$ cat src/rtl/led_pkg.sv
// Shared constants, FSM state and tag types for the HUB75 row scanner.
package led_pkg;

    localparam int PANEL_W   = 64;
    localparam int HALF_ROWS = 32;
    localparam int SHIFT_CYC = 2 * PANEL_W;

    // Bit positions inside the 3-bit {B,G,R} pixel word.
    localparam int RGB_R = 0;
    localparam int RGB_G = 1;
    localparam int RGB_B = 2;

    typedef enum logic [1:0] {
        ST_SHIFT,
        ST_DRAIN,
        ST_LATCH,
        ST_DISPLAY
    } state_e;

    typedef struct packed {
        logic valid;
        logic half;
    } tag_t;

    function automatic logic [2:0] pix_bgr(input logic [2:0] p);
        pix_bgr = {p[RGB_B], p[RGB_G], p[RGB_R]};
    endfunction

endpackage

$ cat src/rtl/led_tag_delay.sv
// DELAY-deep shift register tracking {valid, half} alongside painter latency.
module led_tag_delay
    import led_pkg::*;
#(
    parameter int DELAY = 3
) (
    input  logic clk,
    input  logic reset,
    input  tag_t tag_i,
    output tag_t tag_o
);

    tag_t pipe_q [DELAY];

    always_ff @(posedge clk) begin
        if (reset) begin
            for (int i = 0; i < DELAY; i++) begin
                pipe_q[i] <= '0;
            end
        end else begin
            pipe_q[0] <= tag_i;
            for (int i = 1; i < DELAY; i++) begin
                pipe_q[i] <= pipe_q[i-1];
            end
        end
    end

    assign tag_o = pipe_q[DELAY-1];

endmodule

$ cat src/rtl/led_scanner.sv
// HUB75 row-pair scanner driving a pixel painter with fixed latency.
// Define LED_SCANNER_OVERLAP_EN to keep the panel lit during SHIFT/DRAIN.
module led_scanner
    import led_pkg::*;
#(
    parameter int DELAY     = 3,
    parameter int ON_TIME   = 64,
    parameter int SUBFRAMES = 4
) (
    input  logic       clk,
    input  logic       reset,
    output logic [9:0] frame,
    output logic [7:0] subframe,
    output logic [5:0] x,
    output logic [5:0] y,
    input  logic [2:0] rgb,
    output logic [2:0] led_rgb0,
    output logic [2:0] led_rgb1,
    output logic [4:0] led_addr,
    output logic       led_clk,
    output logic       led_lat,
    output logic       led_oe_n
);

    state_e      state_q, state_d;
    logic [15:0] cnt_q, cnt_d;
    logic [4:0]  row_q, row_d;
    logic [7:0]  sub_q, sub_d;
    logic [9:0]  frame_q, frame_d;

    logic [5:0]  x_q, y_q;
    logic [2:0]  hold_q;
    logic [2:0]  rgb0_q, rgb1_q;
    logic        clk_q;
    logic [4:0]  addr_q;
    logic        shown_q;

    logic        in_shift;
    logic        lat_pulse;
    logic        last_row;
    logic        last_sub;
    tag_t        tag_in;
    tag_t        tag_out;

    assign in_shift  = (state_q == ST_SHIFT);
    assign lat_pulse = (state_q == ST_LATCH) && (cnt_q == 16'd0);
    assign last_row  = (row_q == 5'(HALF_ROWS - 1));
    assign last_sub  = (sub_q == 8'(SUBFRAMES - 1));

    always_ff @(posedge clk) begin
        if (reset) begin
            state_q <= ST_SHIFT;
            cnt_q   <= '0;
            row_q   <= '0;
            sub_q   <= '0;
            frame_q <= '0;
        end else begin
            state_q <= state_d;
            cnt_q   <= cnt_d;
            row_q   <= row_d;
            sub_q   <= sub_d;
            frame_q <= frame_d;
        end
    end

    always_comb begin
        state_d = state_q;
        cnt_d   = cnt_q + 16'd1;
        row_d   = row_q;
        sub_d   = sub_q;
        frame_d = frame_q;
        unique case (state_q)
            ST_SHIFT: begin
                if (cnt_q == 16'(SHIFT_CYC - 1)) begin
                    state_d = ST_DRAIN;
                    cnt_d   = '0;
                end
            end
            ST_DRAIN: begin
                if (cnt_q == 16'(DELAY - 1)) begin
                    state_d = ST_LATCH;
                    cnt_d   = '0;
                end
            end
            ST_LATCH: begin
                if (cnt_q == 16'd1) begin
                    state_d = ST_DISPLAY;
                    cnt_d   = '0;
                end
            end
            ST_DISPLAY: begin
                if (cnt_q == 16'(ON_TIME - 1)) begin
                    state_d = ST_SHIFT;
                    cnt_d   = '0;
                    row_d   = row_q + 5'd1;
                    if (last_row) begin
                        sub_d = last_sub ? 8'd0 : sub_q + 8'd1;
                        if (last_sub) begin
                            frame_d = frame_q + 10'd1;
                        end
                    end
                end
            end
            default: begin
                state_d = ST_SHIFT;
                cnt_d   = '0;
            end
        endcase
    end

    // Coordinates follow the counter live in SHIFT and freeze afterwards.
    assign x = in_shift ? cnt_q[6:1] : x_q;
    assign y = in_shift ? {cnt_q[0], row_q} : y_q;

    always_ff @(posedge clk) begin
        if (reset) begin
            x_q <= '0;
            y_q <= '0;
        end else if (in_shift) begin
            x_q <= x;
            y_q <= y;
        end
    end

    assign tag_in.valid = in_shift;
    assign tag_in.half  = cnt_q[0];

    led_tag_delay #(
        .DELAY (DELAY)
    ) u_tag (
        .clk   (clk),
        .reset (reset),
        .tag_i (tag_in),
        .tag_o (tag_out)
    );

    always_ff @(posedge clk) begin
        if (reset) begin
            hold_q <= '0;
            rgb0_q <= '0;
            rgb1_q <= '0;
            clk_q  <= 1'b0;
        end else begin
            clk_q <= 1'b0;
            if (tag_out.valid && !tag_out.half) begin
                hold_q <= pix_bgr(rgb);
            end
            if (tag_out.valid && tag_out.half) begin
                rgb0_q <= hold_q;
                rgb1_q <= pix_bgr(rgb);
                clk_q  <= 1'b1;
            end
        end
    end

    always_ff @(posedge clk) begin
        if (reset) begin
            addr_q  <= '0;
            shown_q <= 1'b0;
        end else if (lat_pulse) begin
            addr_q  <= row_q;
            shown_q <= 1'b1;
        end
    end

    always_comb begin
        led_oe_n = 1'b1;
        if (state_q == ST_DISPLAY) begin
            led_oe_n = 1'b0;
        end
`ifdef LED_SCANNER_OVERLAP_EN
        if (shown_q && (state_q == ST_SHIFT || state_q == ST_DRAIN)) begin
            led_oe_n = 1'b0;
        end
`endif
    end

    assign frame    = frame_q;
    assign subframe = sub_q;
    assign led_rgb0 = rgb0_q;
    assign led_rgb1 = rgb1_q;
    assign led_clk  = clk_q;
    assign led_lat  = lat_pulse;
    assign led_addr = addr_q;

endmodule
$ cat config.mk
export PLATFORM = sky130hd
export DESIGN_NAME = led_scanner
export DESIGN_NICKNAME = d
export VERILOG_FILES = /design/src/rtl/led_pkg.sv /design/src/rtl/led_tag_delay.sv /design/src/rtl/led_scanner.sv
export SDC_FILE = /design/constraint.sdc
export NUM_CORES = 1
export LEC_CHECK = 0
export ABC_CLOCK_PERIOD_IN_PS = 2300
export BUFFER_PORTS_ARGS = -buffer_cell sky130_fd_sc_hd__buf_2
export CORE_ASPECT_RATIO = 1.25
export CORE_MARGIN = 4
export CORE_UTILIZATION = 51
export DETAILED_ROUTE_END_ITERATION = 7
export PLACE_DENSITY = 0.85
export SLEW_MARGIN = 20
export SYNTH_ARGS = -nofsm -noshare
export SYNTH_HDL_FRONTEND = slang
export SYNTH_HIERARCHICAL = 1
export SYNTH_SLANG_ARGS = --single-unit
export TNS_END_PERCENT = 100
$ cat constraint.sdc
create_clock -name clk -period 2.3 [get_ports clk]
set_input_delay 0.115 -clock clk [delete_from_list [all_inputs] [get_ports clk]]
set_output_delay 0.115 -clock clk [all_outputs]
set_load 0.01 [all_outputs]
=== Yosys cells after proc, flatten, opt, wreduce, memory -nomap -nowiden ===
Memories as Yosys holds them, arrays and structs flattened.
Index checks and enable logic that the tools add are counted.

* Flip-flop bits (word level): 68
* Bits in writable memories: 6
* Input port bits: 5
* Output and inout port bits: 44
* Logic and storage cells: 64
* Memories kept: 1

* $add $sub $neg: 4
* Eq/ne operators: 13
* Mux-type cells: 21
* Bitwise logic cells: 3
* Reductions and logical operators: 10

{| class="wikitable"
|+ Memory list
! memory !! words !! width !! rd ports !! clocked after memory_dff !! write ports !! line !! text
|-
| u_tag.pipe_q || 3 || 2 || 3 || 0 || 3 || led_tag_delay.sv:13 || <nowiki>tag_t pipe_q [DELAY];</nowiki>
|}

{| class="wikitable"
|+ Operators by type and width
! kind !! number
|-
| 2-to-1 mux 16 bit || 4
|-
| one-hot mux 16 bit (4 select lines) || 1
|-
| adder 16 x 1 -> 16 bit (second input constant) || 1
|-
| == test 16 x 1 -> 1 bit (second input constant) || 1
|-
| == test 16 x 2 -> 1 bit (second input constant) || 1
|-
| == test 16 x 6 -> 1 bit (second input constant) || 1
|-
| == test 16 x 7 -> 1 bit (second input constant) || 1
|-
| logical NOT 16 bit || 1
|-
| 2-to-1 mux 2 bit || 7
|-
| 2-to-1 mux 6 bit || 2
|-
| adder 10 x 1 -> 10 bit (second input constant) || 1
|-
| adder 8 x 1 -> 8 bit (second input constant) || 1
|-
| == test 8 x 2 -> 1 bit (second input constant) || 1
|-
| 2-to-1 mux 8 bit || 1
|-
| one-hot mux 2 bit (4 select lines) || 1
|-
| AND reduction 4 bit || 2
|-
| adder 5 x 1 -> 5 bit (second input constant) || 1
|-
| == test 5 bit (second input constant) || 1
|-
| 2-to-1 mux 1 bit || 5
|-
| == test 2 bit (second input constant) || 2
|-
| != test 2 x 1 -> 1 bit (second input constant) || 2
|-
| != test 2 bit (second input constant) || 2
|-
| logical AND 1 bit || 3
|-
| bitwise OR 1 bit || 3
|-
| other kinds (5) || 5
|}

=== Logic depth before layout (Yosys ltp) ===
* Depth after elaboration: 3
* Mapped depth: 8

=== Modules after synthesis ===
Netlist, hierarchy kept.

{| class="wikitable"
|+ Modules (own cells, without submodules)
! module !! times used !! cells an instance !! area an instance (um^2) !! sequential area each (um^2)
|-
| led_scanner || 1 || 337 || 3085.5 || 1361.3
|-
| led_tag_delay || 1 || 14 || 172.7 || 120.1
|}

=== Worst setup path before layout ===
OpenSTA, ideal clock, no wires.

* Kind: reg2reg
* Start: register cnt_q[0]
* End: register frame_q[6], in the netlist frame[6]
* Setup time: 0.070 ns
* Arrival: 2.229 ns
* Data required time: 2.230 ns
* Path slack: 0.001 ns
* Stages on the path, launching flop included: 8
* Buffers on the path: 1
* Clock period less this slack: 2.299 ns
* Path through: dfxtp_1 -> ha_1 -> and4_1 -> nand4_1 -> or4_1 -> buf_2 -> or4_1 -> a21oi_1

* Cells in the longest elaborated chain, start to end: 2

{| class="wikitable"
|+ RTL lines
! item !! line !! text
|-
| from (decl) || led_scanner.sv:26 || <nowiki>logic [15:0] cnt_q, cnt_d;</nowiki>
|-
| from (signal assigned) || led_scanner.sv:59 || <nowiki>cnt_q <= cnt_d;</nowiki>
|-
| == test 16 x 6 -> 1 bit || led_scanner.sv:92 || <nowiki>if (cnt_q == 16'(ON_TIME - 1)) begin</nowiki>
|-
| AND reduction 4 bit (no source line) || n/a ||
|-
| to (signal assigned) || led_scanner.sv:62 || <nowiki>frame_q <= frame_d;</nowiki>
|-
| to (decl) || led_scanner.sv:29 || <nowiki>logic [9:0] frame_q, frame_d;</nowiki>
|}

Every way passes these cells.
A chain may end at the register's enable or synchronous reset.

=== Worst setup path in the final report ===
* Start: register cnt_q[9]
* End: register cnt_q[9]

* Cells in the longest elaborated chain, start to end: 3

{| class="wikitable"
|+ RTL lines
! item !! line !! text
|-
| adder 16 x 1 -> 16 bit (tied with other cells) || led_scanner.sv:68 || <nowiki>cnt_d = cnt_q + 16'd1;</nowiki>
|-
| 2-to-1 mux 16 bit (on tied branches) || n/a ||
|-
| one-hot mux 16 bit (4 select lines) * || led_scanner.sv:72 || <nowiki>unique case (state_q)</nowiki>
|}

Mark *: on every way between the ends. The rest lies on a longest branch, timed or not.

==> impl_results.md <==
- Status: finished, final reports clean
- Syn_nets: about 370
- Largest stage delay, worst path: 0.60 ns
- Initial DRC Count: roughly 110
- Final hold vios: 0
- Area grow syn2layout: 19.2%
- Post-CTS setup buffers: 0
- Most common cell after layout, fill and taps aside: dfxtp_1
- Synthesized cell area: roughly 0.0033 sq mm
- Vias per cell: 5.35
- # rows: 32
- Post-route ant nets: 0
- Layout cells sized above 1: 26.9%
- Post-synthesis sequential area ratio: between 40% and 50%
- Vias in the first global route: approximately 2.6k
- Slew HR: a little over half
- Nets: between 400 and 500
- CP required: roughly 2.5 ns
- GR Util All Layers: a little under a fifth
- Critical Path Fanout Max: 8
- Synthesized flop and latch total: 74
- Initial core utilization: 52.5%
- Gate Count Post-Synth: 351
- RSZ-0062 raised after global routing: yes
- CTS tree: built
- Hpwl dp: 5.06 mm
- Max-slew violations: 0
- CTS Sinks: 74
- Async SR Flop Fraction: 0%
- Synthesized area per cell: 9.28 sq um
- DR vias: roughly 2.7k
- Max-cap violations: 0
- Fmax: ~450 MHz
- Tcrit/Tclk final: 97.0%
- CTS Buf Count: 9
- Die X: slightly below 80 um
- Synth unique cells: between 40 and 50
- Critical path class: reg2reg
- Critical Path AT: 2.47 ns
- Cell total after placement: between 400 and 500
- First-pass DRT Iterations: 4
- Worst VDD drop: about 0.57 mV
- Largest net degree at the start of global routing: 28
- Critical path endpoint category: flop
- Clk slew on worst S/H paths: 0.08 ns
- Cell chain of the critical path: or4_1 > or4_4 > a21o_1 > o21ai_2 > buf_4 > nor2_1
- HP Class: in2reg
- Hold_buf cts: 0
- Top FF cell, synth: dfxtp_1
- Reg2reg setup slack: 0.07 ns
- CP max-delay cell: or4_4
- Wirelength per Cell: about 14 um
- Height of the die: between 90 and 100 um
- WL final: about 7 mm
- H-Tree Depth: 3
- Max Root-Sink Buffers: 2
- Skew final: just over 0.01 ns
- Port Buf Inserts: 48
- Ys Warns: 6
- Most frequent cells in the layout: dfxtp_1, nor2_1, buf_2, nand2_1, buf_4
- P_leak: 1.63 nW
- Worst-Margin Slew: 0.704 ns
- Grt ovf: 0
- Worst-Skew Late Latency: around 0.35 ns
- I/O Pins: slightly below 50
- Post-synth EDFFs: 0
- CP startpoint kind: flop
- DRC: 0
- Fin crit period: around 2.2 ns
- Area after DPL: ~0.0037 sq mm
- Core area: between 0.006 and 0.007 sq mm
- First-pass GRT wire length: roughly 12 mm
- Final setup fails: 0
- CTS root buffer: clkbuf_8
- Routability cong.: between 0.8 and 0.9
- Initial antenna violation count: 0
- Power Density: ~730 mW/mm^2
- Die Area: 0.00774 sq mm
- Finished Layout Cells: between 500 and 600
- Final instance area: between 0.003 and 0.004 sq mm
- Ant. Diodes: 0
where the power goes:
group / switching, mW / internal (mW)
registers: 0.0395 / 1.34
clock network: 0.479 / 0.502
logic: 0.263 / 0.208
Yosys cell counts, types with 2 or more instances:
| master | number | area, sq um |
|---|---|---|
| dfxtp_1 | 74 | 1480 |
| nor2_1 | 48 | 180 |
| nand2_1 | 23 | 86.3 |
| nand3_1 | 19 | 95.1 |
| and2_1 | 15 | 93.8 |
| xnor2_1 | 15 | 131 |
| mux2_2 | 13 | 146 |
| xor2_1 | 13 | 114 |
| ha_1 | 12 | 150 |
| inv_1 | 12 | 45.0 |
| a21oi_1 | 11 | 55.1 |
| mux2i_1 | 10 | 100 |
| clkbuf_1 | 9 | 33.8 |
| nand4_1 | 9 | 56.3 |
| nor3_1 | 8 | 40.0 |
| nor4_1 | 8 | 50.1 |
| nor2b_1 | 7 | 43.8 |
| and3_1 | 3 | 18.8 |
| buf_4 | 3 | 22.5 |
| nor4_2 | 3 | 37.5 |
| or2_2 | 3 | 18.8 |
| or4_1 | 3 | 22.5 |
| and4_2 | 2 | 20.0 |
| buf_2 | 2 | 10.0 |
| o311ai_0 | 2 | 17.5 |
| o31ai_1 | 2 | 15.0 |
| o41ai_1 | 2 | 17.5 |
| or3_1 | 2 | 12.5 |
| or4_4 | 2 | 22.5 |
final cells by class:
| cell class | count | area (sq um) |
|---|---|---|
| Multi-Input combinational cell | 249 | 1660 |
| Timing Repair Buffer | 69 | 398 |
| Fill cell | 518 | 2320 |
| Clock buffer | 10 | 128 |
| Inverter | 12 | 45.0 |
| Clock inverter | 6 | 67.6 |
| Sequential cell | 74 | 1480 |
| Tap cell | 85 | 106 |
flip-flops by register name (all words and copies together) (netlist names), 2 cells and up:
register / flops
cnt_q: 16
frame: 10
subframe: 8
u_tag/pipe_q: 6
x_q: 6
y_q: 6
led_addr: 5
row_q: 5
hold_q: 3
led_rgb0: 3
led_rgb1: 3
state_q: 2
critical path: cells and delay by family, from the launching register on:
| kind | cells | cell delay, ns |
|---|---|---|
| flip-flops | 1 | 0.36 |
| AND/OR/NAND/NOR | 3 | 1.23 |
| AO/OA/AOI/OAI | 2 | 0.36 |
| buffers and inverters | 1 | 0.18 |
per-layer routing:
layer	vias up	track usage [%]	part of all wire (%)
li1	1331	-	-
met1	1287	22.5	43
met2	75	30.0	49
met3	11	5.47	5.6
met4	0	9.52	1.9
met5	-	0	0
path summary, 6_finish.rpt:
check,start,endpoint,cells after the start
max,cnt_q[9],cnt_q[9],6
min,rgb[1],hold_q[1],3
max reg2reg,cnt_q[9],cnt_q[9],6
min reg2reg,u_tag/pipe_q[0][2],u_tag/pipe_q[0][4],1
kinds of logic after synthesis:
logic type	share of synthesized area [%]
and+or+nand+nor	25.8
xor gates and xnor gates	7.53
buffers and inverters	3.88
DFF	45.5
adders and majority gates	4.61
AOI/OAI and AO/OA	5.18
muxes	7.57
through the flow:
stage | hold WS (ns) | setup slack [ns] | setup TNS, ns | util [%] | power (mW)
6_report | 0.0252 | 0.0681 | 0 | 62.6 | 2.83
5_1_grt | 0.0380 | -0.0107 | -0.0123 | 62.6 | 2.97
4_1_cts | 0.0114 | 0.0576 | 0 | 62.5 | 2.86
3_5_place_dp | 0.382 | 0.0836 | 0 | 59.3 | 1.88
3_3_place_gp | 0.372 | 0.155 | 0 | 59.3 | 1.85
2_1_floorplan | 0.187 | 0.000638 | 0 | - | 1.74
timing repair:
item,CTS,global route
gates resized for setup,0,3
endpoints found under the setup margin,0,5
hold endpoints to repair,0,0
No activity file was read; power rests on OpenSTA's default activity.
